===== src/rtl/bp_pkg.sv =====
// Shared types for the branch predictor: 2-bit direction counter states, BTB entry layout
// and the saturating counter step.
package bp_pkg;

    localparam int BP_XLEN  = 32;
    // Sized for the smallest legal BTB (2 entries); narrower tags are zero-extended.
    localparam int BP_TAG_W = BP_XLEN - 3;

    typedef enum logic [1:0] {
        STRONG_NT = 2'b00,
        WEAK_NT   = 2'b01,
        WEAK_T    = 2'b10,
        STRONG_T  = 2'b11
    } bp_cnt_t;

    typedef struct packed {
        logic                valid;
        logic [BP_TAG_W-1:0] tag;
        logic [BP_XLEN-1:0]  target;
    } bp_btb_entry_t;

    function automatic bp_cnt_t bp_cnt_next(input bp_cnt_t cnt, input logic taken);
        bp_cnt_t nxt;
        nxt = cnt;
        if (taken && cnt != STRONG_T) begin
            nxt = bp_cnt_t'(cnt + 2'd1);
        end else if (!taken && cnt != STRONG_NT) begin
            nxt = bp_cnt_t'(cnt - 2'd1);
        end
        return nxt;
    endfunction

endpackage


===== src/rtl/bp_btb.sv =====
// Direct-mapped branch target buffer: combinational tag-checked read, write at clk edge.
// A write is visible to reads from the following cycle; a same-cycle read sees the old entry.
module bp_btb
    import bp_pkg::*;
#(
    parameter int XLEN        = 32,
    parameter int BTB_ENTRIES = 16
) (
    input  logic            clk,
    input  logic            reset_b,
    input  logic [XLEN-1:0] rd_pc,
    output logic            rd_hit,
    output logic [XLEN-1:0] rd_target,
    input  logic            wr_en,
    input  logic [XLEN-1:0] wr_pc,
    input  logic [XLEN-1:0] wr_target
);

    localparam int IDX_W = $clog2(BTB_ENTRIES);

    bp_btb_entry_t btb_q [BTB_ENTRIES];
    bp_btb_entry_t btb_d [BTB_ENTRIES];
    bp_btb_entry_t rd_entry;

    logic [IDX_W-1:0] rd_idx;
    logic [IDX_W-1:0] wr_idx;
    logic             unused_pc_bits;

    assign rd_idx         = rd_pc[IDX_W+1:2];
    assign wr_idx         = wr_pc[IDX_W+1:2];
    assign unused_pc_bits = ^{rd_pc[1:0], wr_pc[1:0]};

    always_comb begin
        rd_entry  = btb_q[rd_idx];
        rd_hit    = rd_entry.valid && (rd_entry.tag == BP_TAG_W'(rd_pc[XLEN-1:IDX_W+2]));
        rd_target = XLEN'(rd_entry.target);
    end

    always_comb begin
        btb_d = btb_q;
        if (wr_en) begin
            btb_d[wr_idx] = '{valid:  1'b1,
                              tag:    BP_TAG_W'(wr_pc[XLEN-1:IDX_W+2]),
                              target: BP_XLEN'(wr_target)};
        end
    end

    always_ff @(posedge clk or negedge reset_b) begin
        if (!reset_b) begin
            for (int i = 0; i < BTB_ENTRIES; i++) begin
                btb_q[i] <= '0;
            end
        end else begin
            btb_q <= btb_d;
        end
    end

endmodule


===== src/rtl/branch_predictor.sv =====
// Bimodal (or gshare when BP_GSHARE_EN is defined) direction table plus BTB; lookup and
// mispredict/redirect are combinational, training and saturating stats commit at clk edge.
module branch_predictor
    import bp_pkg::*;
#(
    parameter int XLEN        = 32,
    parameter int BHT_ENTRIES = 64,
    parameter int BTB_ENTRIES = 16,
    parameter int GHR_WIDTH   = 6
) (
    input  logic                           clk,
    input  logic                           reset_b,
    input  logic [XLEN-1:0]                if_pc,
    output logic                           pred_taken,
    output logic [XLEN-1:0]                pred_target,
    output logic [$clog2(BHT_ENTRIES)-1:0] pred_idx,
    input  logic                           upd_valid,
    input  logic [XLEN-1:0]                upd_pc,
    input  logic [$clog2(BHT_ENTRIES)-1:0] upd_idx,
    input  logic                           upd_pred_taken,
    input  logic [XLEN-1:0]                upd_pred_target,
    input  logic                           upd_taken,
    input  logic [XLEN-1:0]                upd_target,
    output logic                           mispredict,
    output logic [XLEN-1:0]                redirect_pc,
    output logic [31:0]                    stat_branches,
    output logic [31:0]                    stat_mispredicts
);

    localparam int IDX_W = $clog2(BHT_ENTRIES);

    bp_cnt_t bht_q [BHT_ENTRIES];
    bp_cnt_t bht_d [BHT_ENTRIES];
    bp_cnt_t pred_cnt;

    logic [IDX_W-1:0] pc_idx;
    logic             btb_hit;
    logic [XLEN-1:0]  btb_target;
    logic             miss_raw;
    logic [31:0]      stat_branches_q, stat_branches_d;
    logic [31:0]      stat_mispredicts_q, stat_mispredicts_d;

    assign pc_idx = if_pc[IDX_W+1:2];

`ifdef BP_GSHARE_EN
    logic [GHR_WIDTH-1:0] ghr_q, ghr_d;

    assign pred_idx = pc_idx ^ IDX_W'(ghr_q);

    // History shifts in resolved outcomes only; truncation drops the oldest bit.
    always_comb begin
        ghr_d = ghr_q;
        if (upd_valid) begin
            ghr_d = GHR_WIDTH'({ghr_q, upd_taken});
        end
    end

    always_ff @(posedge clk or negedge reset_b) begin
        if (!reset_b) begin
            ghr_q <= '0;
        end else begin
            ghr_q <= ghr_d;
        end
    end
`else
    logic [GHR_WIDTH-1:0] unused_ghr;

    assign unused_ghr = '0;
    assign pred_idx   = pc_idx;
`endif

    bp_btb #(
        .XLEN        (XLEN),
        .BTB_ENTRIES (BTB_ENTRIES)
    ) u_btb (
        .clk       (clk),
        .reset_b   (reset_b),
        .rd_pc     (if_pc),
        .rd_hit    (btb_hit),
        .rd_target (btb_target),
        .wr_en     (upd_valid && upd_taken),
        .wr_pc     (upd_pc),
        .wr_target (upd_target)
    );

    always_comb begin
        pred_cnt    = bht_q[pred_idx];
        pred_taken  = pred_cnt[1] && btb_hit;
        pred_target = btb_hit ? btb_target : if_pc + XLEN'(4);
    end

    // Outputs are held at their reset values while reset is asserted, even mid-update.
    always_comb begin
        miss_raw    = upd_valid && ((upd_taken != upd_pred_taken) ||
                                    (upd_taken && (upd_pred_target != upd_target)));
        mispredict  = reset_b && miss_raw;
        redirect_pc = '0;
        if (mispredict) begin
            redirect_pc = upd_taken ? upd_target : upd_pc + XLEN'(4);
        end
    end

    always_comb begin
        bht_d = bht_q;
        if (upd_valid) begin
            bht_d[upd_idx] = bp_cnt_next(bht_q[upd_idx], upd_taken);
        end
    end

    always_comb begin
        stat_branches_d    = stat_branches_q;
        stat_mispredicts_d = stat_mispredicts_q;
        if (upd_valid && stat_branches_q != 32'hFFFF_FFFF) begin
            stat_branches_d = stat_branches_q + 32'd1;
        end
        if (mispredict && stat_mispredicts_q != 32'hFFFF_FFFF) begin
            stat_mispredicts_d = stat_mispredicts_q + 32'd1;
        end
    end

    always_ff @(posedge clk or negedge reset_b) begin
        if (!reset_b) begin
            for (int i = 0; i < BHT_ENTRIES; i++) begin
                bht_q[i] <= WEAK_NT;
            end
            stat_branches_q    <= '0;
            stat_mispredicts_q <= '0;
        end else begin
            bht_q              <= bht_d;
            stat_branches_q    <= stat_branches_d;
            stat_mispredicts_q <= stat_mispredicts_d;
        end
    end

    assign stat_branches    = stat_branches_q;
    assign stat_mispredicts = stat_mispredicts_q;

endmodule


===== config.mk =====
export PLATFORM = sky130hd
export DESIGN_NAME = branch_predictor
export DESIGN_NICKNAME = d
export VERILOG_FILES = /design/src/rtl/bp_pkg.sv /design/src/rtl/bp_btb.sv /design/src/rtl/branch_predictor.sv
export SDC_FILE = /design/constraint.sdc
export NUM_CORES = 2
export LEC_CHECK = 0
export ABC_CLOCK_PERIOD_IN_PS = 7600
export CORE_MARGIN = 10
export CORE_UTILIZATION = 45
export CTS_CLUSTER_DIAMETER = 150
export DETAILED_ROUTE_END_ITERATION = 8
export GPL_ROUTABILITY_DRIVEN = 1
export HOLD_SLACK_MARGIN = 0.06
export PLACE_DENSITY_LB_ADDON = 0.08
export SETUP_SLACK_MARGIN = 0.15
export SYNTH_ARGS = -nofsm -noshare
export SYNTH_HDL_FRONTEND = slang
export SYNTH_HIERARCHICAL = 1
export SYNTH_SLANG_ARGS = --single-unit

===== constraint.sdc =====
create_clock -name clk -period 7.6 [get_ports clk]
set_input_delay 1.14 -clock clk [delete_from_list [all_inputs] [get_ports clk]]
set_output_delay 1.14 -clock clk [all_outputs]
set_load 0.03 [all_outputs]

======== Word level (Yosys, flattened, before mapping) ========
Cells that the tools add are included.
storage, ports and cells
  bits in registers ....................... 1184
  bits in latches ......................... 0
  memory bits (writable) .................. 0
  bits in read-only memories .............. 0
  input bits .............................. 139
  output and inout port bits .............. 136
  logic and storage cells ................. 172
  memories ................................ 0
cells by class
  $add $sub $neg .......................... 6
  $mul .................................... 0
  divide/modulo/power cells ............... 0
  $lt $le $gt $ge ......................... 6
  equal/unequal tests ..................... 6
  shift-type cells ........................ 0
  mux-type cells .......................... 21
  bitwise operators ....................... 4
  reduce and logical (&&, ||, !) cells .... 15
operators with widths
  cell                                                                           count
  992-bit bitwise mux                                                            1
  62-bit binary-select mux with 4-bit select                                     1
  62-bit demux with 4-bit select                                                 1
  62-bit 2-to-1 mux                                                              3
  128-bit bitwise mux                                                            1
  32-bit 2-to-1 mux                                                              3
  32-bit by 1-bit adder with 32-bit output (second input constant)               2
  32-bit by 3-bit adder with 32-bit output (second input constant)               2
  32-bit inequality test (second input constant)                                 2
  32-bit inequality test                                                         1
  29-bit by 26-bit == test with 1-bit output                                     1
  2-bit binary-select mux with 6-bit select                                      2
  2-bit 2-to-1 mux                                                               8
  7-bit greater-or-equal comparator (second input constant)                      2
  6-bit NOT with 7-bit output                                                    2
  2-bit demux with 6-bit select                                                  1
  1-bit logical AND                                                              12
  5-bit greater-or-equal comparator (second input constant)                      2
  4-bit NOT with 5-bit output                                                    2
  7-bit by 1-bit less-than comparator with 1-bit output (second input constant)  1
  5-bit by 1-bit less-than comparator with 1-bit output (second input constant)  1
  2-bit by 1-bit adder with 2-bit output (second input constant)                 1
  2-bit inequality test (second input constant)                                  1
  2-bit nonzero test                                                             1
  4 further kinds                                                                4

======== Depth between registers and ports, before layout ========
  depth after elaboration ................. 10
  gate-level depth with buffers ........... 17
  depth with buffers taken out ............ 12

======== By module ========
Netlist, hierarchy kept.
by module, submodules not included
  module            instances  cells each  area each (um2)  seq. area each (um2)
  bp_btb            1          2583        42640.9          23622.7
  branch_predictor  1          1267        12187.9          4884.7

======== Least setup slack after synthesis ========
Ideal clock, no wire load.
  path kind ............................... input-to-output
  from .................................... input port if_pc[3]
  to ...................................... output port pred_target[3]
  data arrival time ....................... 4.137 ns
  setup slack ............................. 2.323 ns
  stages on the path ...................... 12
  path through ............................ buf_4 buf_6 buf_4 mux4_2 mux4_2 xor2_1 nor4_2 nand4_1 nor4b_2 clkbuf_1 clkbuf_1 mux2_2
between the ends
  cells in the longest elaborated chain, start to end .. 7
ends and longest elaborated chain
  element                                                   line                    source
  from (decl)                                               branch_predictor.sv:13  input logic [XLEN-1:0] if_pc,
  4-bit NOT with 5-bit output (not written as such) (*)     bp_btb.sv:34            rd_entry = btb_q[rd_idx];
  62-bit binary-select mux with 4-bit select (*)            bp_btb.sv:34
  62-bit 2-to-1 mux (not written as such) (*) (2 in a row)  bp_btb.sv:34
  29-bit by 26-bit == test with 1-bit output                bp_btb.sv:35            rd_hit = rd_entry.valid && (rd_entry.tag == BP_TAG_W'(rd_pc[XLEN-1:IDX_W+2]));
  1-bit logical AND (*)                                     bp_btb.sv:35
  named net btb_hit                                         branch_predictor.sv:37  logic btb_hit;
  32-bit 2-to-1 mux (*)                                     branch_predictor.sv:89  pred_target = btb_hit ? btb_target : if_pc + XLEN'(4);
  to (decl)                                                 branch_predictor.sv:15  output logic [XLEN-1:0] pred_target,
Mark *: on every way through the listed nets, which the timed path passes. The rest lies on a longest branch. The select of a mux whose other input is x is not followed.

======== Worst setup path in the final report ========
  from .................................... input port if_pc[2]
  to ...................................... output port pred_target[3]
The elaborated chain is that of the path after synthesis.

==> results.sh <==
export IMPL_cts_root_buf="clkbuf_16"
export IMPL_tns_ps=0
export IMPL_combPwrFrac_pct=18.6
export IMPL_fillCellCount=10400
export IMPL_gp_congestion=0.871
export IMPL_critical_path_top_delay_family="buffers and inverters"
export IMPL_die_h_um=369
export IMPL_dp_final_hpwl_um=108000
export IMPL_port_buffers=274
export IMPL_ys_flop_type="dfrtp_1"
export IMPL_yosysWarnings=6
export IMPL_core_um2=121000
export IMPL_seq_power_share_pct=45.0
export IMPL_cp_slowest_cell="clkdlybuf4s50_1"
export IMPL_dieArea_um2=136000
export IMPL_syn_area_um2=54800
export IMPL_syn_area_per_cell_um2=14.2
export IMPL_finalNonFillerCells=5802
export IMPL_p_int_uw=12900
export IMPL_hold_path_class="in2async"
export IMPL_path_buf_inv=4
export IMPL_final_layout_size_suffix_gt1_share_pct=42.1
export IMPL_critical_path_arrival_ps=5460
export IMPL_die_w_um=369
export IMPL_drt_first_pass_iters=5
export IMPL_syn_to_final_growth_pct=16.2
export IMPL_ys_seq_area_share_pct=52.0
export IMPL_cts_sinks=1136
export IMPL_overflow=0
export IMPL_seq_area_um2=28500
export IMPL_synth_xor_area_share_pct=2.81
export IMPL_tightestPinTransition_ps=1250
export IMPL_relSlewSlack_pct=16.0
export IMPL_cp_max_fo=62
export IMPL_power_frac_clock_pct=36.4
export IMPL_vdd_drop_max_v=0.000210
export IMPL_synth_most_common_cell="dfrtp_1"
export IMPL_worstSetupPathType="in2out"
export IMPL_synth_nets=3995
export IMPL_initial_core_util_pct=45.2
export IMPL_max_freq_ghz=0.152
export IMPL_cts_tree="done"
export IMPL_synth_commonest_cells="dfrtp_1, mux2_2, mux4_2, nand2_1, clkbuf_1"
export IMPL_synth_fa_ha_area_share_pct=0.137
export IMPL_async_flop_share_pct=100
export IMPL_clk_latency_ps=730
export IMPL_num_rows=128
export IMPL_grt_pass1_vias=35400
export IMPL_cellLeakagePower_uw=0.0276
export IMPL_grt_max_degree=179
export IMPL_critical_path_max_stage_delay_ps=590
export IMPL_fin_nets=4220
export IMPL_synthDistinctLibCells=72
export IMPL_pin_count=275
export IMPL_synth_compound_area_share_pct=2.49
export IMPL_grt_pass1_wl_um=250000
export IMPL_startpoint_type="input port"
export IMPL_drv_slew=0
export IMPL_finalCritPeriodShare_pct=86.8
export IMPL_yosys_area_share_simple_pct=5.21
export IMPL_routedWlPerCell_um=29.1
export IMPL_swShare_pct=26.5
export IMPL_postCtsHoldBufs=0
export IMPL_hold_violations=0
export IMPL_via_per_inst=5.89
export IMPL_synth_top_family_by_area="multiplexers"
export IMPL_outcome="completed"
export IMPL_clockBufferDepth=3
export IMPL_htreeDepth=4
export IMPL_multi_input_area_um2=25000
export IMPL_drc_errors=0
export IMPL_clk_pin_slew_ps=60
export IMPL_synth_area_leaders="dfrtp_1, mux2_2, mux4_2"
export IMPL_finClkSkew_ps=13.9
export IMPL_ant_nets=0
export IMPL_rsz0062_at_grt="no"
export IMPL_synthMuxAreaShare_pct=34.6
export IMPL_track_usage_pct=24.7
export IMPL_syn_inst=3850
export IMPL_antenna_found_initial=9
export IMPL_postCtsSetupRepairBufs=0
export IMPL_power_total_uw=17500
export IMPL_switchingPower_uw=4640
export IMPL_vias=34200
export IMPL_max_cap_violations=0
export IMPL_worstPathCellList="buf_8, buf_4, mux4_2, mux2i_1, xor2_1, nand3_1, a222oi_1, nor4b_4, buf_12, mux2_2, clkdlybuf4s50_1"
export IMPL_ys_ff_latch=1136
export IMPL_synth_top_cell_area_share_pct=48.9
export IMPL_post_cts_resized=0
export IMPL_p_per_area_nw_per_um2=274
export IMPL_yosys_area_top_type="dfrtp_1"
export IMPL_setup_violations=0
export IMPL_wirelength_um=169000
export IMPL_dpl_cell_count=5566
export IMPL_synth_edf_count=0
export IMPL_drt_iter0_drc=2625
export IMPL_worst_ep_required_time_ps=6460
export IMPL_min_period_ps=6600
export IMPL_cts_made_buffers=132
export IMPL_endpoint_kind="primary output"
-- layer usage --
layer	share of wire, %	global-route usage [%]	wire length (um)	up-vias
met5	0.056	0	94	-
li1	-	-	-	14600
met4	2.0	5.73	3370	14
met3	6.2	5.36	10500	221
met2	45	37.3	75500	960
met1	47	36.3	79500	18400
-- cell type report --
type / instances / share of cell area (%)
Clock inverter: 26 / 0.457
Inverter: 34 / 0.204
Antenna cell: 1 / 0.00393
Sequential cell: 1136 / 44.7
Clock buffer: 209 / 6.34
Timing Repair Buffer: 394 / 5.91
Multi-Input combinational cell: 2377 / 39.2
Tap cell: 1625 / 3.19
-- path summary, 6_finish.rpt --
path                            cells after the start                   from  slack, ps                            to
worst max register to register                     11  bht_q[69]$_DFFE_PN0P_       4050         bht_q[34]$_DFFE_PN1P_
min in group clk                                    2  bht_q[54]$_DFFE_PN1P_        460         bht_q[54]$_DFFE_PN1P_
max in group asynchronous                           4                reset_b       4530  u_btb/btb_q[882]$_DFFE_PN0P_
worst min register to register                      2  bht_q[54]$_DFFE_PN1P_        460         bht_q[54]$_DFFE_PN1P_
worst min-delay path                                1                reset_b        310         bht_q[51]$_DFFE_PN0P_
worst max-delay path                               11               if_pc[2]       1000                pred_target[3]
-- per-stage QoR --
step / setup slack (ps) / area (um2) / utilization, % / hold slack [ps]
floorplan: 2320 / 54800 / - / 429
detailed placement: 1030 / 59400 / 48.9 / 448
global route: 770 / 63700 / 52.5 / 299
global placement: 1020 / 59400 / 48.9 / 447
CTS: 991 / 63700 / 52.5 / 274
finish: 1000 / 63700 / 52.5 / 310
-- power by group through the flow --
stage	Clock (uW)	Sequential [uW]	Combinational [uW]
finish	6370	7860	3260
global route	6760	8010	3500
CTS	6500	7860	3290
detailed placement	0	7960	3280
global placement	0	7940	3230
floorplan	0	7820	2210
-- cell usage in the layout, fill, tap and decap left out, drive strengths merged, types with 28 or more instances in the layout --
cell           instances
nor3                  34
xnor2                 70
clkbuf               209
mux2i                 58
a21oi                 31
mux4                 313
xor2                 105
nand2                226
nand4                 35
o21ai                117
dfstp                 64
nand3                 58
inv                   34
clkdlybuf4s50        255
and3                  28
nor2                 105
mux2                1007
buf                  139
dfrtp               1072
-- cells by family after synthesis --
family	count (synthesis)
compound gates	223
xor+xnor	175
fa+ha+maj	6
buf+inv	337
flops	1136
mux	1378
simple gates	595
-- state kept, by name (all words and copies together) (netlist names) --
signal / flops
u_btb/btb_q: 944
bht_q: 128
stat_branches: 32
stat_mispredicts: 32
Power figures use the tool's default switching activity.
